===== src/rtl/flsh_cfg_req_seq.sv =====
// Single-outstanding request sequencer in front of the flash/VPD port: host valid/ready in, hold-until-done strobe out.
// Optional watchdog on a stuck strobe is built when FLSH_REQ_SEQ_TIMEOUT_EN is defined.
module flsh_cfg_req_seq #(
    parameter int unsigned TIMEOUT_CYCLES = 4096
) (
    input  logic        clock_afu,
    input  logic        reset_afu,
    input  logic        req_valid,
    output logic        req_ready,
    input  logic        req_write,
    input  logic [1:0]  req_devsel,
    input  logic [13:0] req_addr,
    input  logic [31:0] req_wdata,
    input  logic        req_expand_enable,
    input  logic        req_expand_dir,
    output logic        rsp_valid,
    input  logic        rsp_ready,
    output logic [31:0] rsp_rdata,
    output logic [1:0]  rsp_resp,
    output logic        rsp_timeout,
    output logic [1:0]  cfg_flsh_devsel,
    output logic [13:0] cfg_flsh_addr,
    output logic        cfg_flsh_wren,
    output logic [31:0] cfg_flsh_wdata,
    output logic        cfg_flsh_rden,
    output logic        cfg_flsh_expand_enable,
    output logic        cfg_flsh_expand_dir,
    input  logic [31:0] flsh_cfg_rdata,
    input  logic        flsh_cfg_done,
    input  logic [1:0]  flsh_cfg_bresp,
    input  logic [1:0]  flsh_cfg_rresp,
    output logic        stray_done
);

    if (TIMEOUT_CYCLES < 2 || TIMEOUT_CYCLES > 65535) begin : g_bad_timeout
        $error("flsh_cfg_req_seq: TIMEOUT_CYCLES must be 2..65535");
    end

    typedef enum logic [1:0] {
        ST_IDLE  = 2'd0,
        ST_ISSUE = 2'd1,
        ST_RESP  = 2'd2
    } state_t;

    state_t      r_state;
    state_t      w_state_nxt;
    logic        w_accept;
    logic        w_done;
    logic        w_tmo;
    logic        w_tmo_expired;

    logic [1:0]  r_devsel;
    logic [13:0] r_addr;
    logic        r_wren;
    logic        r_rden;
    logic [31:0] r_wdata;
    logic        r_expand_enable;
    logic        r_expand_dir;
    logic [31:0] r_rsp_rdata;
    logic [1:0]  r_rsp_resp;
    logic        r_stray_done;

`ifdef FLSH_REQ_SEQ_TIMEOUT_EN
    localparam logic [15:0] TMO_LAST = 16'(TIMEOUT_CYCLES - 1);

    logic [15:0] r_tmo_cnt;
    logic        r_rsp_timeout;

    // Held at zero outside ISSUE, so every command starts counting from 0.
    always_ff @(posedge clock_afu or posedge reset_afu) begin
        if (reset_afu)
            r_tmo_cnt <= '0;
        else if (r_state != ST_ISSUE)
            r_tmo_cnt <= '0;
        else
            r_tmo_cnt <= r_tmo_cnt + 16'd1;
    end

    assign w_tmo_expired = (r_state == ST_ISSUE) && (r_tmo_cnt == TMO_LAST);

    always_ff @(posedge clock_afu or posedge reset_afu) begin
        if (reset_afu)
            r_rsp_timeout <= 1'b0;
        else if (w_done)
            r_rsp_timeout <= 1'b0;
        else if (w_tmo)
            r_rsp_timeout <= 1'b1;
    end

    assign rsp_timeout = r_rsp_timeout;
`else
    assign w_tmo_expired = 1'b0;
    assign rsp_timeout   = 1'b0;
`endif

    always_ff @(posedge clock_afu or posedge reset_afu) begin
        if (reset_afu)
            r_state <= ST_IDLE;
        else
            r_state <= w_state_nxt;
    end

    // Done takes priority over an expiring watchdog on the same edge.
    always_comb begin
        w_state_nxt = r_state;
        w_accept    = 1'b0;
        w_done      = 1'b0;
        w_tmo       = 1'b0;
        case (r_state)
            ST_IDLE: begin
                if (req_valid) begin
                    w_accept    = 1'b1;
                    w_state_nxt = ST_ISSUE;
                end
            end
            ST_ISSUE: begin
                if (flsh_cfg_done) begin
                    w_done      = 1'b1;
                    w_state_nxt = ST_RESP;
                end else if (w_tmo_expired) begin
                    w_tmo       = 1'b1;
                    w_state_nxt = ST_RESP;
                end
            end
            ST_RESP: begin
                if (rsp_ready)
                    w_state_nxt = ST_IDLE;
            end
            default: w_state_nxt = ST_IDLE;
        endcase
    end

    always_ff @(posedge clock_afu or posedge reset_afu) begin
        if (reset_afu) begin
            r_devsel        <= '0;
            r_addr          <= '0;
            r_wren          <= 1'b0;
            r_rden          <= 1'b0;
            r_wdata         <= '0;
            r_expand_enable <= 1'b0;
            r_expand_dir    <= 1'b0;
        end else if (w_accept) begin
            r_devsel        <= req_devsel;
            r_addr          <= req_addr;
            r_wren          <= req_write;
            r_rden          <= ~req_write;
            r_wdata         <= req_wdata;
            r_expand_enable <= req_expand_enable;
            r_expand_dir    <= req_expand_dir;
        end else if (w_done || w_tmo) begin
            r_wren          <= 1'b0;
            r_rden          <= 1'b0;
        end
    end

    // r_wren is still the command type on the edge that ends ISSUE.
    always_ff @(posedge clock_afu or posedge reset_afu) begin
        if (reset_afu) begin
            r_rsp_rdata <= '0;
            r_rsp_resp  <= '0;
        end else if (w_done) begin
            r_rsp_rdata <= r_wren ? 32'd0 : flsh_cfg_rdata;
            r_rsp_resp  <= r_wren ? flsh_cfg_bresp : flsh_cfg_rresp;
        end else if (w_tmo) begin
            r_rsp_rdata <= 32'hFFFF_FFFF;
            r_rsp_resp  <= 2'b10;
        end
    end

    always_ff @(posedge clock_afu or posedge reset_afu) begin
        if (reset_afu)
            r_stray_done <= 1'b0;
        else if (flsh_cfg_done && (r_state != ST_ISSUE))
            r_stray_done <= 1'b1;
    end

    assign req_ready              = (r_state == ST_IDLE);
    assign rsp_valid              = (r_state == ST_RESP);
    assign rsp_rdata              = r_rsp_rdata;
    assign rsp_resp               = r_rsp_resp;
    assign cfg_flsh_devsel        = r_devsel;
    assign cfg_flsh_addr          = r_addr;
    assign cfg_flsh_wren          = r_wren;
    assign cfg_flsh_wdata         = r_wdata;
    assign cfg_flsh_rden          = r_rden;
    assign cfg_flsh_expand_enable = r_expand_enable;
    assign cfg_flsh_expand_dir    = r_expand_dir;
    assign stray_done             = r_stray_done;

endmodule


===== config.mk =====
export PLATFORM = sky130hd
export DESIGN_NAME = flsh_cfg_req_seq
export DESIGN_NICKNAME = d
export VERILOG_FILES = /design/src/rtl/flsh_cfg_req_seq.sv
export SDC_FILE = /design/constraint.sdc
export NUM_CORES = 1
export LEC_CHECK = 0
export CAP_MARGIN = 0
export CELL_PAD_IN_SITES_DETAIL_PLACEMENT = 1
export CELL_PAD_IN_SITES_GLOBAL_PLACEMENT = 1
export CORE_ASPECT_RATIO = 0.75
export CORE_MARGIN = 2
export CORE_UTILIZATION = 30
export DETAILED_ROUTE_END_ITERATION = 8
export GPL_ROUTABILITY_DRIVEN = 0
export GPL_TIMING_DRIVEN = 0
export PLACE_DENSITY = 0.88
export REMOVE_ABC_BUFFERS = 1
export SLEW_MARGIN = 20
export SYNTH_ARGS = -nofsm -noshare
export SYNTH_HDL_FRONTEND = slang
export SYNTH_SLANG_ARGS = --single-unit

===== constraint.sdc =====
create_clock -name clock_afu -period 7 [get_ports clock_afu]
set_clock_uncertainty 0.1 [all_clocks]
set_input_delay 1.75 -clock clock_afu [delete_from_list [all_inputs] [get_ports clock_afu]]
set_output_delay 1.75 -clock clock_afu [all_outputs]
set_load 0.01 [all_outputs]

# Yosys cells after proc, flatten, opt, wreduce, memory -nomap -nowiden

Cells that the tools add are included.

Bits in registers: 89
Bits in latches: 0
Memory bits (writable): 0
Memory bits (read-only): 0
Bits of input ports: 92
Output and inout bits: 90
Logic and storage cells: 37
Memories kept: 0

Add/subtract/negate cells: 0
$mul: 0
Divide/modulo/power cells: 0
$lt $le $gt $ge: 0
Equal/unequal tests: 6
Shift-type cells: 0
Muxes and demuxes: 15
Bitwise gates (word level): 1
Reductions and logical operators: 4

Operator list:

| kind               | number |
|---|---|
| $mux 32            | 2 |
| $mux 2             | 5 |
| $mux 1             | 7 |
| $pmux 2 s3         | 1 |
| $ne 2x1->1 const B | 2 |
| $ne 2x2->1 const B | 2 |
| $reduce_and 3->1   | 1 |
| $eq 2x1->1 const B | 1 |
| $eq 2x2->1 const B | 1 |
| $logic_not 2->1    | 1 |
| $reduce_bool 2->1  | 1 |
| $logic_and 1x1->1  | 1 |
| $not 1->1          | 1 |

# Longest topological paths before layout

Gate-level depths: netlist of the first run.

Depth after elaboration: 4
Depth in mapped cells: 5
Gate-level depth less buffers: 2

# Worst setup path after synthesis of the first run

No wires, ideal clock.

Kind: input to register
Start: input port req_valid
End: register r_addr[0] (netlist: cfg_flsh_addr[0])
Setup time: 0.125 ns
Arrival time: 2.612 ns
Data required time: 6.775 ns
Setup slack: 4.163 ns
Stages on the path: 3
Path buffers: 1
Cell sequence: nor3b_4 -> buf_6 -> mux2_2

Cells in the longest elaborated chain, start to end: 2

RTL lines:

| item                 | line | RTL |
|---|---|---|
| start, declared      | 8    | `input logic req_valid,` |
| $mux 1               | 111  | `if (req_valid) begin` |
| $mux 1               | 109  | `case (r_state)` |
| end signal, assigned | 144  | `r_addr <= req_addr;` |
| end, declared        | 53   | `logic [13:0] r_addr;` |

No other way between the ends.
A chain may end at the register's enable or synchronous reset.

# Worst setup path after layout of the first run

Start: register r_wren (netlist: cfg_flsh_wren)
End: output port cfg_flsh_wren

RTL lines:

| item                   | line | RTL |
|---|---|---|
| start, declared        | 54   | `logic r_wren;` |
| start signal, assigned | 145  | `r_wren <= req_write;` |
| end, declared          | 23   | `output logic cfg_flsh_wren,` |

No word-level cell between the ends.

==> qor.yml, run 1 <==
htreeDepth: 3
max_stage_delay_ns: 0.78
cts_sinks: 89
insertion_delay_ns: 0.33
tritoncts: "done"
cp.required_ns: 5.15
numCtsBuffers: 9
crit_chain: "clkdlybuf4s50_1"
fin_crit_sh_pct: 52.1
run_status: "complete, no violations"
hpwl_um: 7690
min_to: "stray_done"
core_area_mm2: 0.0122
p_leak_nw: 2.49
dr.pass1.iters: 4
cp-start-kind: "flop"
rows: 35
tightest_slew_ns: 0.663
die_area_mm2: 0.0134
grt_pass1_vias: 2923
worstRegToRegCells: 4
whs_ns: 0.371
ant_nets: 0
yosysTopAreaCellShare_pct: 59.4
fin_cells: 590
synth_seq_area_share_pct: 59.4
n_antenna_cell: 0
ctsRootBufferMaster: "clkbuf_16"
path_class: "reg -> out"
cap_violations: 0
yosysWarnings: 0
cts_hold_buf: 0
grt_antenna_before_repair: 0
finalSetupTns_ns: 0
initial_core_util_pct: 30.7
fmax_mhz: 274
grt_first_pass_wirelength_um: 16300
grt_setup_unrepaired: "false"
reg2reg_to: "cfg_flsh_addr[5]"
hold_path_class: "reg -> reg"
hold_path.startpoint: "stray_done"
syn-cell-area_mm2: 0.00375
synth_largest_area_cell: "dfrtp_1"
crit_buf_inv: 1
cts_post_setup_buffers_inserted: 0
hold_viol: 0
hold_depth: 1
maxSlewViolCount: 0
avgSynthCellArea_um2: 15.7
drt_wl_total_um: 10200
cpMaxStageDelayCell: "dfrtp_2"
drt_iter0_drc: 47
min_period_ns: 3.64
io_pins: 182
wl_per_cell_um: 17.3
area_delta_synth_final_pct: 59.9
die_w_um: 133
ctsResizeCount: 0
setup_viol: 0
irDropWorstVdd_mv: 0.157
clk_path_buf_depth: 2
slew_headroom_pct: 55.8
vias: 2566
drc: 0
power_density_mw_per_mm2: 445
synth_seq_cells: 89
grt_max_degree: 49
final_nets: 513
yosys.cell_types.count: 19
die_h_um: 101
port_buffers: 180
grtUsageTotal_pct: 15.7
path_delay_family: "flip-flops"
cp_data_arrival_time_ns: 1.79
globalRouteOverflowTotal: 0
ys_top_cells_by_area: "dfrtp_1 (59%), mux2_2 (18%), mux2_4 (11%)"
drive_gt1_share_pct: 25.5
r2r-start: "r_state[0]"
dp.cells: 576
ff2ff_setup_slack_ns: 4.86
cp_max_fo: 36
viasPerCell: 4.35
synthCells: 239
clkSlewWorstSetupHoldPaths_ns: 0.06
end_kind: "output port"
## final cells by class
type | instances | area [um^2]
tap | 166 | 208
multi-input combinational | 132 | 1380
timing repair buffer | 185 | 1880
clock inverter | 3 | 43.8
clock buffer | 11 | 233
sequential | 89 | 2230
inverter | 4 | 17.5
fill | 1243 | 6230
## layer usage
| metal | GRT usage [%] | vias up | share of wire, % |
|---|---|---|---|
| li1 | - | 1170 | - |
| met1 | 18.1 | 1296 | 40 |
| met2 | 28.5 | 91 | 53 |
| met3 | 4.93 | 9 | 6.0 |
| met4 | 4.55 | 0 | 1.1 |
| met5 | 0 | - | 0 |
## stage by stage
stage          cell area (um^2)  util [%]  power (W)  setup WS [ns]
3_3_place_gp               5630      46.1    0.00216           1.39
2_1_floorplan              3620         -    0.00151           2.84
5_1_grt                    5990      49.0    0.00282           3.25
4_1_cts                    5990      49.0    0.00271           3.31
6_report                   5990      49.0    0.00266           3.36
3_5_place_dp               5710      46.8    0.00223           3.07
## cells in the final DEF (no fill, tap or decap), types with 2 or more instances in the layout
master / Yosys / final
a21o_1: 2 / 2
buf_12: 0 / 2
buf_6: 9 / 2
clkbuf_1: 3 / 2
clkbuf_16: 0 / 9
clkdlybuf4s50_1: 0 / 180
dfrtp_1: 89 / 88
inv_1: 4 / 3
mux2_2: 59 / 59
mux2_4: 27 / 27
nor2_1: 2 / 2
nor2b_1: 33 / 33
o31ai_1: 2 / 2
## synth_stat cells (all sizes together)
| cell type | instances |
|---|---|
| or4b | 1 |
| nand2b | 1 |
| nor2 | 2 |
| clkbuf | 3 |
| mux2 | 86 |
| nor3b | 1 |
| buf | 11 |
| conb | 1 |
| and3b | 1 |
| a211oi | 1 |
| nor2b | 33 |
| inv | 4 |
| or4bb | 1 |
| a21o | 2 |
| o31ai | 2 |
| dfrtp | 89 |
## worst max path at each step
stage / start / to / slack (ns) / cells past startpoint
floorplan: reset_afu / cfg_flsh_addr[0] / 2.84 / 1
global placement: reset_afu / rsp_rdata[7] / 1.39 / 2
detailed placement: req_valid / cfg_flsh_addr[5] / 3.07 / 5
CTS: cfg_flsh_wren / cfg_flsh_wren / 3.31 / 1
global route: cfg_flsh_wren / cfg_flsh_wren / 3.25 / 1
finish: cfg_flsh_wren / cfg_flsh_wren / 3.36 / 1
## registers in the layout (all words and copies together) (netlist names)
| register | flops |
|---|---|
| cfg_flsh_wdata | 32 |
| rsp_rdata | 32 |
| cfg_flsh_addr | 14 |
| cfg_flsh_devsel | 2 |
| r_state | 2 |
| rsp_resp | 2 |
| cfg_flsh_expand_dir | 1 |
| cfg_flsh_expand_enable | 1 |
| cfg_flsh_rden | 1 |
| cfg_flsh_wren | 1 |
| stray_done | 1 |
## power by group
group	switching, W	internal, W
Clock	0.000190	0.000273
Sequential	0.000180	0.000771
Combinational	0.000435	0.000814
## cell families after synthesis
| kind of cell | Yosys count | synth area share (%) |
|---|---|---|
| flops | 89 | 59.4 |
| mux | 86 | 28.5 |
| simple gates | 40 | 7.18 |
| buf+inv | 18 | 3.74 |
| compound gates | 5 | 1.00 |
| other cells | 1 | 0.100 |
(Power assumes the default switching activity.)
==> inputs of run 2 (changes only) <==
--- a/config.mk
+++ b/config.mk
@@ -10,7 +10,7 @@
 export CELL_PAD_IN_SITES_GLOBAL_PLACEMENT = 1
 export CORE_ASPECT_RATIO = 0.75
 export CORE_MARGIN = 2
-export CORE_UTILIZATION = 30
+export CORE_UTILIZATION = 29
 export DETAILED_ROUTE_END_ITERATION = 8
 export GPL_ROUTABILITY_DRIVEN = 0
 export GPL_TIMING_DRIVEN = 0
==> constraint.sdc (replaced) <==
create_clock -name clock_afu -period 3.2 [get_ports clock_afu]
set_clock_uncertainty 0.1 [all_clocks]
set_input_delay 0.8 -clock clock_afu [delete_from_list [all_inputs] [get_ports clock_afu]]
set_output_delay 0.8 -clock clock_afu [all_outputs]
set_load 0.01 [all_outputs]
==> run 2 against run 1 <==
  * Via count grew 1.4%
  * Flip-flop and latch count is the same
  * Cell count grew 0.34%
  * Hold slack lost 0.0089 ns
  * Die area grew 3.3%
  * Total power grew 120%
  * Clock power grew 130%
  * Critical path depth grew 5
  * Worst setup slack lost 2.9 ns
  * Cell area grew 0.54%
  * Largest cell class unchanged
  * Highest routed layer unchanged
==> qor.yml, run 2 (same netlist as run 1, synthesis figures left out) <==
final_common_cell: "clkdlybuf4s50_1"  # unchanged
n_antenna_cell: 0  # unchanged
die_w_um: 135  # was 133 um
hold_path_class: "reg -> reg"  # unchanged
cap_violations: 0  # unchanged
clkSlewWorstSetupHoldPaths_ns: 0.06  # about the same
endpoint: "cfg_flsh_addr[13]"  # was cfg_flsh_wren
drc: 0  # unchanged
initial_core_util_pct: 30.1  # was 30.7%
insertion_delay_ns: 0.33  # about the same
cp_max_fo: 16  # was 36
vias: 2601  # was 2566
clk_path_buf_depth: 2  # unchanged
numCtsBuffers: 9  # unchanged
dp.cells: 576  # unchanged
drt_wl_total_um: 9940  # was 10200 um
fillerInstances: 1283  # was 1243
viasPerCell: 4.39  # was 4.35
combPwrFrac_pct: 46.6  # was 46.9%
drive_gt1_share_pct: 26.1  # was 25.5%
wl_per_cell_um: 16.8  # was 17.3 um
cp.required_ns: 3.31  # was 5.15 ns
htreeDepth: 3  # unchanged
setup_viol: 0  # unchanged
end_kind: "flop"  # was output port
cts_hold_buf: 0  # unchanged
clkPwrFrac_pct: 17.9  # was 17.4%
fin_crit_sh_pct: 85.2
p_int_w: 0.00408  # was 0.00186 W
hpwl_um: 7530  # was 7690 um
tightest_slew_ns: 0.673  # was 0.663 ns
preCtsSetupSlack_ns: 0.0960  # was 3.07 ns
switching_share_pct: 30.5  # was 30.2%
core_area_mm2: 0.0124  # was 0.0122 mm^2
final_cell_mix: "clkdlybuf4s50_1 (180), dfrtp_1 (88), mux2_2 (59)"  # unchanged
maxSlewViolCount: 0  # unchanged
grtUsageTotal_pct: 14.6  # was 15.7%
worstRegToRegCells: 5  # was 4
grt_antenna_before_repair: 0  # unchanged
grt_first_pass_wirelength_um: 15600  # was 16300 um
fmax_mhz: 367
globalRouteOverflowTotal: 0  # unchanged
r2r-start: "r_state[0]"  # unchanged
cp-start-kind: "input port"  # was flop
layout_setup_ws_ns: 0.475  # was 3.36 ns
area_delta_synth_final_pct: 60.7  # was 59.9%
final_nets: 513  # unchanged
drt_iter0_drc: 43  # was 47
path_class: "in -> reg"  # was reg -> out
whs_ns: 0.362  # was 0.371 ns
grt_setup_unrepaired: "false"  # unchanged
power_density_mw_per_mm2: 974  # was 445 mW/mm^2
startpoint: "req_valid"  # was cfg_flsh_wren
ctsResizeCount: 0  # unchanged
crit_buf_inv: 4  # was 1
cts_sinks: 89  # unchanged
path_delay_family: "buffers and inverters"  # was flip-flops
grt_max_degree: 46  # was 49
max_stage_delay_ns: 0.52  # was 0.78 ns
p_leak_nw: 2.50  # was 2.49 nW
ctsRootBufferMaster: "clkbuf_16"  # unchanged
cpMaxStageDelayCell: "clkdlybuf4s50_1"  # was dfrtp_2
min_period_ns: 2.73
cts_post_setup_buffers_inserted: 0  # unchanged
pwr-share-seq_pct: 35.5  # was 35.7%
die_h_um: 102  # was 101 um
die_area_mm2: 0.0139  # was 0.0134 mm^2
reg2reg_to: "cfg_flsh_addr[13]"  # was cfg_flsh_addr[5]
cpMostUsedCell: "buf_8"
slew_headroom_pct: 55.1  # was 55.8%
rows: 35  # unchanged
dr.pass1.iters: 4  # unchanged
fin_cells: 592  # was 590
ant_nets: 0  # unchanged
run_status: "complete, no violations"  # unchanged
cp.depth: 6  # was 1
io_pins: 182  # unchanged
tritoncts: "done"  # unchanged
switching_power_w: 0.00179  # was 0.000806 W
ff2ff_setup_slack_ns: 0.97  # was 4.86 ns
crit_chain: "clkdlybuf4s50_1 > nor3b_4 > buf_8 > buf_8 > buf_6 > mux2_2"  # was clkdlybuf4s50_1
grt_pass1_vias: 2843  # was 2923
cp_data_arrival_time_ns: 2.84  # was 1.79 ns
irDropWorstVdd_mv: 0.431  # was 0.157 mV
port_buffers: 180  # unchanged
hold_viol: 0  # unchanged
run 2: how the worst min path moves through the flow:
stage,startpoint,endpoint,slack (ns),depth (start not counted)
6_report,stray_done,stray_done,0.36,1
5_1_grt,stray_done,stray_done,0.39,1
3_5_place_dp,stray_done,stray_done,0.35,1
4_1_cts,stray_done,stray_done,0.36,1
2_1_floorplan,stray_done,stray_done,0.39,1
3_3_place_gp,stray_done,stray_done,0.34,1
run 2: through the flow:
| stage | util (%) | setup TNS, ns | total power (W) | cell area [um^2] |
|---|---|---|---|---|
| finish | 48.4 | 0 | 0.00586 | 6020 |
| global route | 48.4 | 0 | 0.00623 | 6020 |
| CTS | 48.4 | 0 | 0.00597 | 6020 |
| detailed placement | 46.0 | 0 | 0.00488 | 5730 |
| global placement | 45.3 | -171.45 | 0.00473 | 5630 |
| floorplan | - | -0.615 | 0.00331 | 3620 |
run 2: power by group through the flow:
stage | sequential [W] | combinational (W) | clock, W
floorplan | 0.00229 | 0.00102 | 0
detailed placement | 0.00210 | 0.00277 | 0
finish | 0.00208 | 0.00274 | 0.00105
global placement | 0.00205 | 0.00268 | 0
CTS | 0.00210 | 0.00279 | 0.00109
global route | 0.00218 | 0.00292 | 0.00114
run 2: layout make-up:
cell class              count  area [um^2]  area share [%]
inverters                   4         17.5           0.291
flip-flops and latches     89         2230            37.0
clock buffers              10          229            3.80
clock inverters             6         68.8            1.14
well taps                 166          208            3.45
multi-input cells         132         1380            22.9
repair buffers            185         1890            31.4
run 2: routing by layer:
metal  vias to the layer above  track usage (%)  part of all wire, %
li1                       1177                -                    -
met1                      1308             17.8                   42
met2                       106             25.2                   50
met3                        10             5.41                  7.9
met4                         0             2.96                 0.84
met5                         -                0                    0
run 2: worst reg2reg max path: stages (launching register included):
cell     delay [ns]
dfrtp_1        0.48
nor3b_4        0.54
buf_8          0.24
buf_8          0.18
buf_6          0.21
mux2_2         0.37
